--- src/rtl/data_break_arbiter_if.sv ---
// Data-break bus between the two requesters, the arbiter and the CPU.
// The requester and CPU side drives the master modport; the arbiter uses slave.
interface data_break_arbiter_if;
   // Requester 0 (RK8E disk) and requester 1 (auxiliary device)
   logic        req0;
   logic        req1;
   logic        to_disk0;
   logic        to_disk1;
   logic [0:14] addr0;
   logic [0:14] addr1;
   logic [0:11] wdata0;
   logic [0:11] wdata1;
   logic        ack0;
   logic        ack1;
   logic        err0;
   logic        err1;
   logic [0:11] rdata;

   // CPU break port
   logic        data_break;
   logic        to_disk;
   logic [0:14] dmaAddr;
   logic [0:11] dmaDOUT;
   logic [0:11] dmaDIN;
   logic        break_in_prog;

   logic        busy;

   modport master (
      output req0, req1, to_disk0, to_disk1, addr0, addr1, wdata0, wdata1,
      output dmaDIN, break_in_prog,
      input  ack0, ack1, err0, err1, rdata,
      input  data_break, to_disk, dmaAddr, dmaDOUT, busy
   );

   modport slave (
      input  req0, req1, to_disk0, to_disk1, addr0, addr1, wdata0, wdata1,
      input  dmaDIN, break_in_prog,
      output ack0, ack1, err0, err1, rdata,
      output data_break, to_disk, dmaAddr, dmaDOUT, busy
   );
endinterface

--- src/rtl/data_break_arbiter.sv ---
// Two-requester round-robin data-break arbiter. Grants one requester, raises
// data_break to the CPU, waits for the break cycle (or a timeout), then
// reports completion with a one-cycle ack or err pulse to the winner.
module data_break_arbiter #(
   parameter logic [9:0] TIMEOUT = 10'd1000
) (
   input  logic                 clk,
   input  logic                 reset,
   input  logic                 clear,
   data_break_arbiter_if.slave  bus
);

   typedef enum logic [1:0] {
      IDLE  = 2'd0,
      REQ   = 2'd1,
      BREAK = 2'd2
   } state_t;

   state_t     state;
   logic [9:0] wait_cnt;
   logic       last_grant;   // requester granted by the last completed break
   logic       winner;       // requester owning the current break
   logic       next_winner;

   // Round-robin pick: a lone requester wins; on a tie the one not granted last wins.
   function automatic logic pick_winner(input logic r0, input logic r1, input logic last);
      if (r0 && r1) begin
         return ~last;
      end
      return r1;
   endfunction

   assign next_winner = pick_winner(bus.req0, bus.req1, last_grant);

   // Arbitration FSM with all outputs registered; clear aborts to IDLE but keeps data outputs.
   always_ff @(posedge clk or negedge reset) begin
      if (!reset) begin
         state          <= IDLE;
         wait_cnt       <= 10'd0;
         last_grant     <= 1'b1;
         winner         <= 1'b0;
         bus.data_break <= 1'b0;
         bus.to_disk    <= 1'b0;
         bus.dmaAddr    <= 15'd0;
         bus.dmaDOUT    <= 12'd0;
         bus.rdata      <= 12'd0;
         bus.ack0       <= 1'b0;
         bus.ack1       <= 1'b0;
         bus.err0       <= 1'b0;
         bus.err1       <= 1'b0;
         bus.busy       <= 1'b0;
      end else begin
         // Completion pulses last exactly one cycle.
         bus.ack0 <= 1'b0;
         bus.ack1 <= 1'b0;
         bus.err0 <= 1'b0;
         bus.err1 <= 1'b0;

         if (clear) begin
            state          <= IDLE;
            wait_cnt       <= 10'd0;
            last_grant     <= 1'b1;
            bus.data_break <= 1'b0;
            bus.busy       <= 1'b0;
         end else begin
            case (state)
               IDLE: begin
                  // break_in_prog is deliberately not looked at here.
                  if (bus.req0 || bus.req1) begin
                     winner         <= next_winner;
                     bus.dmaAddr    <= next_winner ? bus.addr1    : bus.addr0;
                     bus.dmaDOUT    <= next_winner ? bus.wdata1   : bus.wdata0;
                     bus.to_disk    <= next_winner ? bus.to_disk1 : bus.to_disk0;
                     bus.data_break <= 1'b1;
                     bus.busy       <= 1'b1;
                     wait_cnt       <= 10'd0;
                     state          <= REQ;
                  end
               end

               REQ: begin
                  if (bus.break_in_prog) begin
                     bus.data_break <= 1'b0;
                     state          <= BREAK;
                  end else if (wait_cnt == TIMEOUT) begin
                     // Abandon the break; the pointer is left alone so the
                     // same arbitration outcome can recur.
                     bus.err0       <= ~winner;
                     bus.err1       <= winner;
                     bus.data_break <= 1'b0;
                     bus.busy       <= 1'b0;
                     state          <= IDLE;
                  end else begin
                     // Stops at TIMEOUT, so the counter can never wrap.
                     wait_cnt <= wait_cnt + 10'd1;
                  end
               end

               BREAK: begin
                  // Entered with break_in_prog high, so a low sample is its falling edge.
                  if (!bus.break_in_prog) begin
                     bus.ack0   <= ~winner;
                     bus.ack1   <= winner;
                     if (bus.to_disk) begin
                        bus.rdata <= bus.dmaDIN;
                     end
                     last_grant <= winner;
                     bus.busy   <= 1'b0;
                     state      <= IDLE;
                  end
               end

               default: begin
                  bus.data_break <= 1'b0;
                  bus.busy       <= 1'b0;
                  state          <= IDLE;
               end
            endcase
         end
      end
   end

endmodule
--- src/flat_wrapper.sv ---
// flat-port wrapper written by rule: the top's interface ports become plain ports
module data_break_arbiter_flat 
#(
   parameter logic [9:0] TIMEOUT = 10'd1000
)
  (clk, reset, clear, bus_req0, bus_req1, bus_to_disk0, bus_to_disk1, bus_addr0, bus_addr1, bus_wdata0, bus_wdata1, bus_dmaDIN, bus_break_in_prog, bus_ack0, bus_ack1, bus_err0, bus_err1, bus_rdata, bus_data_break, bus_to_disk, bus_dmaAddr, bus_dmaDOUT, bus_busy);
  data_break_arbiter_if bus_i ();
  input  logic clk;
  input  logic reset;
  input  logic clear;
  input wire logic [$bits(bus_i.req0)-1:0] bus_req0;
  input wire logic [$bits(bus_i.req1)-1:0] bus_req1;
  input wire logic [$bits(bus_i.to_disk0)-1:0] bus_to_disk0;
  input wire logic [$bits(bus_i.to_disk1)-1:0] bus_to_disk1;
  input wire logic [$bits(bus_i.addr0)-1:0] bus_addr0;
  input wire logic [$bits(bus_i.addr1)-1:0] bus_addr1;
  input wire logic [$bits(bus_i.wdata0)-1:0] bus_wdata0;
  input wire logic [$bits(bus_i.wdata1)-1:0] bus_wdata1;
  input wire logic [$bits(bus_i.dmaDIN)-1:0] bus_dmaDIN;
  input wire logic [$bits(bus_i.break_in_prog)-1:0] bus_break_in_prog;
  output wire logic [$bits(bus_i.ack0)-1:0] bus_ack0;
  output wire logic [$bits(bus_i.ack1)-1:0] bus_ack1;
  output wire logic [$bits(bus_i.err0)-1:0] bus_err0;
  output wire logic [$bits(bus_i.err1)-1:0] bus_err1;
  output wire logic [$bits(bus_i.rdata)-1:0] bus_rdata;
  output wire logic [$bits(bus_i.data_break)-1:0] bus_data_break;
  output wire logic [$bits(bus_i.to_disk)-1:0] bus_to_disk;
  output wire logic [$bits(bus_i.dmaAddr)-1:0] bus_dmaAddr;
  output wire logic [$bits(bus_i.dmaDOUT)-1:0] bus_dmaDOUT;
  output wire logic [$bits(bus_i.busy)-1:0] bus_busy;
  assign bus_i.req0 = bus_req0;
  assign bus_i.req1 = bus_req1;
  assign bus_i.to_disk0 = bus_to_disk0;
  assign bus_i.to_disk1 = bus_to_disk1;
  assign bus_i.addr0 = bus_addr0;
  assign bus_i.addr1 = bus_addr1;
  assign bus_i.wdata0 = bus_wdata0;
  assign bus_i.wdata1 = bus_wdata1;
  assign bus_i.dmaDIN = bus_dmaDIN;
  assign bus_i.break_in_prog = bus_break_in_prog;
  assign bus_ack0 = bus_i.ack0;
  assign bus_ack1 = bus_i.ack1;
  assign bus_err0 = bus_i.err0;
  assign bus_err1 = bus_i.err1;
  assign bus_rdata = bus_i.rdata;
  assign bus_data_break = bus_i.data_break;
  assign bus_to_disk = bus_i.to_disk;
  assign bus_dmaAddr = bus_i.dmaAddr;
  assign bus_dmaDOUT = bus_i.dmaDOUT;
  assign bus_busy = bus_i.busy;
  data_break_arbiter #(.TIMEOUT(TIMEOUT)) u_core (.clk(clk), .reset(reset), .clear(clear), .bus(bus_i));
endmodule
--- config.mk ---
export PLATFORM = sky130hd
export DESIGN_NAME = data_break_arbiter_flat
export DESIGN_NICKNAME = d
export VERILOG_FILES = /design/src/rtl/data_break_arbiter_if.sv /design/src/rtl/data_break_arbiter.sv /design/src/flat_wrapper.sv
export SDC_FILE = /design/constraint.sdc
export NUM_CORES = 1
export LEC_CHECK = 0
export BUFFER_PORTS_ARGS = -buffer_cell sky130_fd_sc_hd__buf_2
export CAP_MARGIN = 20
export CORE_ASPECT_RATIO = 1.75
export CORE_MARGIN = 2
export CORE_UTILIZATION = 44
export DETAILED_ROUTE_END_ITERATION = 8
export HOLD_SLACK_MARGIN = 0.1
export PLACE_DENSITY_LB_ADDON = 0.05
export SLEW_MARGIN = 20
export SYNTH_ARGS = -nofsm -noshare
export SYNTH_HDL_FRONTEND = slang
export SYNTH_SLANG_ARGS = --single-unit
--- constraint.sdc ---
create_clock -name clk -period 2.22 [get_ports clk]
set_clock_uncertainty 0.15 [all_clocks]
set_input_delay 0 -clock clk [delete_from_list [all_inputs] [get_ports clk]]
set_output_delay 0 -clock clk [all_outputs]
set_load 0.02 [all_outputs]
==> reports/qor.json <==
{
  "final_layout": {
    "num_antenna_cells": 0,
    "design.final.nets": 529,
    "area_delta_synth_final_pct": 58.5,
    "final_cell_count_no_fill": 537,
    "final_layout_size_suffix_gt1_frac": 0.322,
    "final.fill_count": 476
  },
  "clock_tree": {
    "numClockSinks": 60,
    "clock_pin_slew_reported_for_the_worst_setup_and_hold_paths_after_clock_tree_synthesis_ns": 0.07,
    "cts_buffers": 9,
    "cts-htree-levels": 3,
    "cts_tree": "done",
    "cts_root_buf": "clkbuf_8",
    "cts-root-to-sink-buffers": 2,
    "clk_latency_ns": 0.32
  },
  "global_route": {
    "grt_start_max_net_pins": 57,
    "grt_pass1_wl_um": 12400,
    "antenna_found_initial": 0,
    "grt_pass1_vias": 2676,
    "grt.overflow.total": 0,
    "global_route_usage_over_all_layers": 0.230
  },
  "yosys": {
    "yosysWarnings": 0,
    "seq_area_frac_synth": 0.540,
    "ys_top_cells_by_area": "dfrtp_1 53%, mux2i_1 10%, a21oi_1 5.8%",
    "synth-async-reset-ratio": 1.00,
    "post_synth_instance_area_sq_um": 2780,
    "synth_area_per_cell_sq_um": 10.8,
    "synth_largest_type_area_fraction": 0.531,
    "postSynthRegisterBits": 60,
    "synth_cell_type_count": 43,
    "netlist.top_cell.by_area": "dfrtp_1",
    "syn_inst": 257,
    "synth_ff_type": "dfrtp_1",
    "synth-edff-count": 0,
    "synthesis.nets": 333
  },
  "detailed_routing": {
    "detail_route.first_pass.iterations": 4,
    "post_route_ant_nets": 0,
    "post_drt_via_cell_ratio": 4.98,
    "routed_wirelength_um": 7700,
    "remaining_design_rule_violation_count": 0,
    "detail_route.iter0.violations": 136,
    "wl_per_cell_um": 14.3,
    "route.vias.total": 2675
  },
  "sta": {
    "maxClockFrequency_mhz": 510,
    "timing.final.setup_violations": 0,
    "maxSlewViolCount": 0,
    "final_min_period_ns": 1.96,
    "grt_setup_unrepaired": "no",
    "totalNegativeSetupSlack_ns": 0,
    "period_share": 0.884,
    "hold_violations": 0,
    "max_slew_margin": 0.483,
    "worst-slew-pin-transition_ns": 0.776,
    "hold_slack_ns": 0.113
  },
  "floorplan": {
    "die_height_um": 109,
    "boundaryPins": 120,
    "fp.dieW_um": 64.1,
    "floorplan.rows": 38,
    "design.core.area_sq_um": 6180,
    "floorplan.initialDensity": 0.450,
    "dieArea_sq_um": 7000
  },
  "run_status": {
    "outcome": "complete, no violations"
  },
  "place": {
    "place.gp.congestion": 0.882,
    "dp_hpwl_um": 4900,
    "port-buffer-count": 119,
    "placed_cells_incl_taps": 451
  },
  "power_and_ir_drop": {
    "power_per_cell_area_nw_per_um2": 762,
    "power_leakage_nw": 2.13,
    "power.ir.vdd_worst_uv": 579
  },
  "worst_hold_path": {
    "worstHoldPathCells": 4,
    "hold_path.startpoint": "bus_req0",
    "hold_path_end": "u_core.winner",
    "hold_path.class": "input pin to flip-flop"
  },
  "setup_path": {
    "critical_path.top_delay_family": "simple AND/OR/NAND/NOR gates",
    "cp_slowest_stage_delay_ns": 0.43,
    "cp.arrival_ns": 2.00,
    "cp-start-kind": "flip-flop",
    "regToRegEndpoint": "u_core.wait_cnt[8]",
    "worstPathCellList": "inv_1 > ha_1 > nand4b_1 > or3_1 > nand2_1 > o211ai_1",
    "critical_path_endpoint_category": "flip-flop",
    "worst-path-buf-inv": 1,
    "crit_fanout": 8,
    "criticalPathCategory": "flip-flop to flip-flop",
    "critical_path.slowest_cell": "dfrtp_1",
    "crit-reg2reg-launch": "u_core.wait_cnt[0]",
    "worst_r2r_path_depth": 6,
    "setup.reg_to_reg.worst_slack_ns": 0.26,
    "worstPathRequired_ns": 2.26
  },
  "flow_run": {
    "maxCapViolations": 0
  }
}
[cell type report]
type | instances | area (sq um) | share of cell area
Clock buffer | 10 | 128 | 0.0289
Clock inverter | 5 | 53.8 | 0.0122
Inverter | 3 | 11.3 | 0.00255
Multi-Input combinational cell | 181 | 1220 | 0.277
Sequential cell | 60 | 1500 | 0.341
Tap cell | 80 | 100 | 0.0227
Timing Repair Buffer | 198 | 1390 | 0.315
[per-layer routing]
layer	share of wire	vias up	GRT usage
met5	0	-	0
met4	0.020	0	0.100
met3	0.043	11	0.0351
met2	0.57	73	0.430
met1	0.37	1270	0.254
li1	-	1321	-
[synth_stat cells (2+ instances only)]
| master | number |
|---|---|
| dfrtp_1 | 59 |
| nor2_1 | 34 |
| a21oi_1 | 32 |
| mux2i_1 | 28 |
| mux2_1 | 12 |
| o31ai_1 | 10 |
| nand2_1 | 8 |
| buf_1 | 6 |
| nor3_1 | 6 |
| nand3_1 | 5 |
| buf_2 | 4 |
| nor4_1 | 4 |
| o21ai_0 | 4 |
| a22o_1 | 3 |
| and3_1 | 3 |
| inv_1 | 3 |
| nand2b_1 | 3 |
| o21ai_1 | 3 |
| or3_1 | 3 |
| and2_1 | 2 |
| clkbuf_1 | 2 |
| ha_1 | 2 |
[stage by stage]
stage / worst slack, ns / power [mW] / instance area (sq um) / util
after global placement: 0.315 / 2.33 / 3520 / 0.569
after floorplan: 0.433 / 1.97 / 2780 / -
after global routing: 0.104 / 3.55 / 4410 / 0.714
after detailed placement: 0.271 / 2.35 / 3520 / 0.569
after CTS: 0.264 / 3.39 / 4410 / 0.714
final: 0.258 / 3.36 / 4410 / 0.714
[placed cells by master, fill, tap and decap left out, types with 4 or more instances in the layout]
cell type and n:
buf_2 119, mux2_1 12, clkbuf_8 9, nor4_1 4, nor2_1 34, dfrtp_1 59
buf_4 6, o21ai_0 4, a21oi_1 32, nor3_1 5, o31ai_1 10, nand3_1 5
dlygate4sd3_1 71, nand2_1 8, mux2i_1 28
[kinds of logic (layout without fill, tap and decap cells)]
logic type,after synthesis,after routing,synth area share
and+or+nand+nor,77,77,0.140
AOI/OAI and AO/OA,60,60,0.130
DFF,60,60,0.540
muxes,40,40,0.149
buffers and inverters,16,216,0.0261
adders and majority gates,2,2,0.00899
xor gates and xnor gates,2,2,0.00630
[worst min-delay path, delay by kind of cell]
| family | cells | cell delay, ns |
|---|---|---|
| buffers and inverters | 2 | 0.29 |
| AO/OA/AOI/OAI | 2 | 0.25 |
[flip-flops by register name (all words and copies together), names as in the netlist]
signal                 count
u_core.bus.data_break      1
u_core.bus.dmaAddr        15
u_core.state               2
u_core.bus.ack1            1
u_core.bus.busy            1
u_core.bus.dmaDOUT        12
u_core.winner              1
u_core.last_grant          1
u_core.bus.ack0            1
u_core.bus.err1            1
u_core.bus.rdata          12
u_core.bus.to_disk         1
u_core.wait_cnt           10
u_core.bus.err0            1
[power by group]
group | internal (mW) | switching (mW)
Sequential | 1.30 | 0.106
Clock | 0.508 | 0.408
Combinational | 0.450 | 0.588
Total | 2.26 | 1.10
[how the worst max path moves through the flow]
| stage | start | endpoint | slack [ns] | depth (start not counted) |
|---|---|---|---|---|
| finish | u_core.wait_cnt[0] | u_core.wait_cnt[8] | 0.26 | 6 |
| floorplan | u_core.state[1] | u_core.wait_cnt[7] | 0.43 | 4 |
| global placement | u_core.wait_cnt[0] | u_core.wait_cnt[8] | 0.31 | 6 |
| detailed placement | u_core.wait_cnt[0] | u_core.wait_cnt[8] | 0.27 | 6 |
| global route | u_core.wait_cnt[1] | u_core.wait_cnt[8] | 0.10 | 6 |
| CTS | u_core.wait_cnt[0] | u_core.wait_cnt[8] | 0.26 | 6 |
[timing repair]
item	CTS	global route
resized for setup	0	0
buffers inserted	0	0
hold buffers	71	0
hold endpoints to repair	86	0
(Power assumes the default switching activity.)
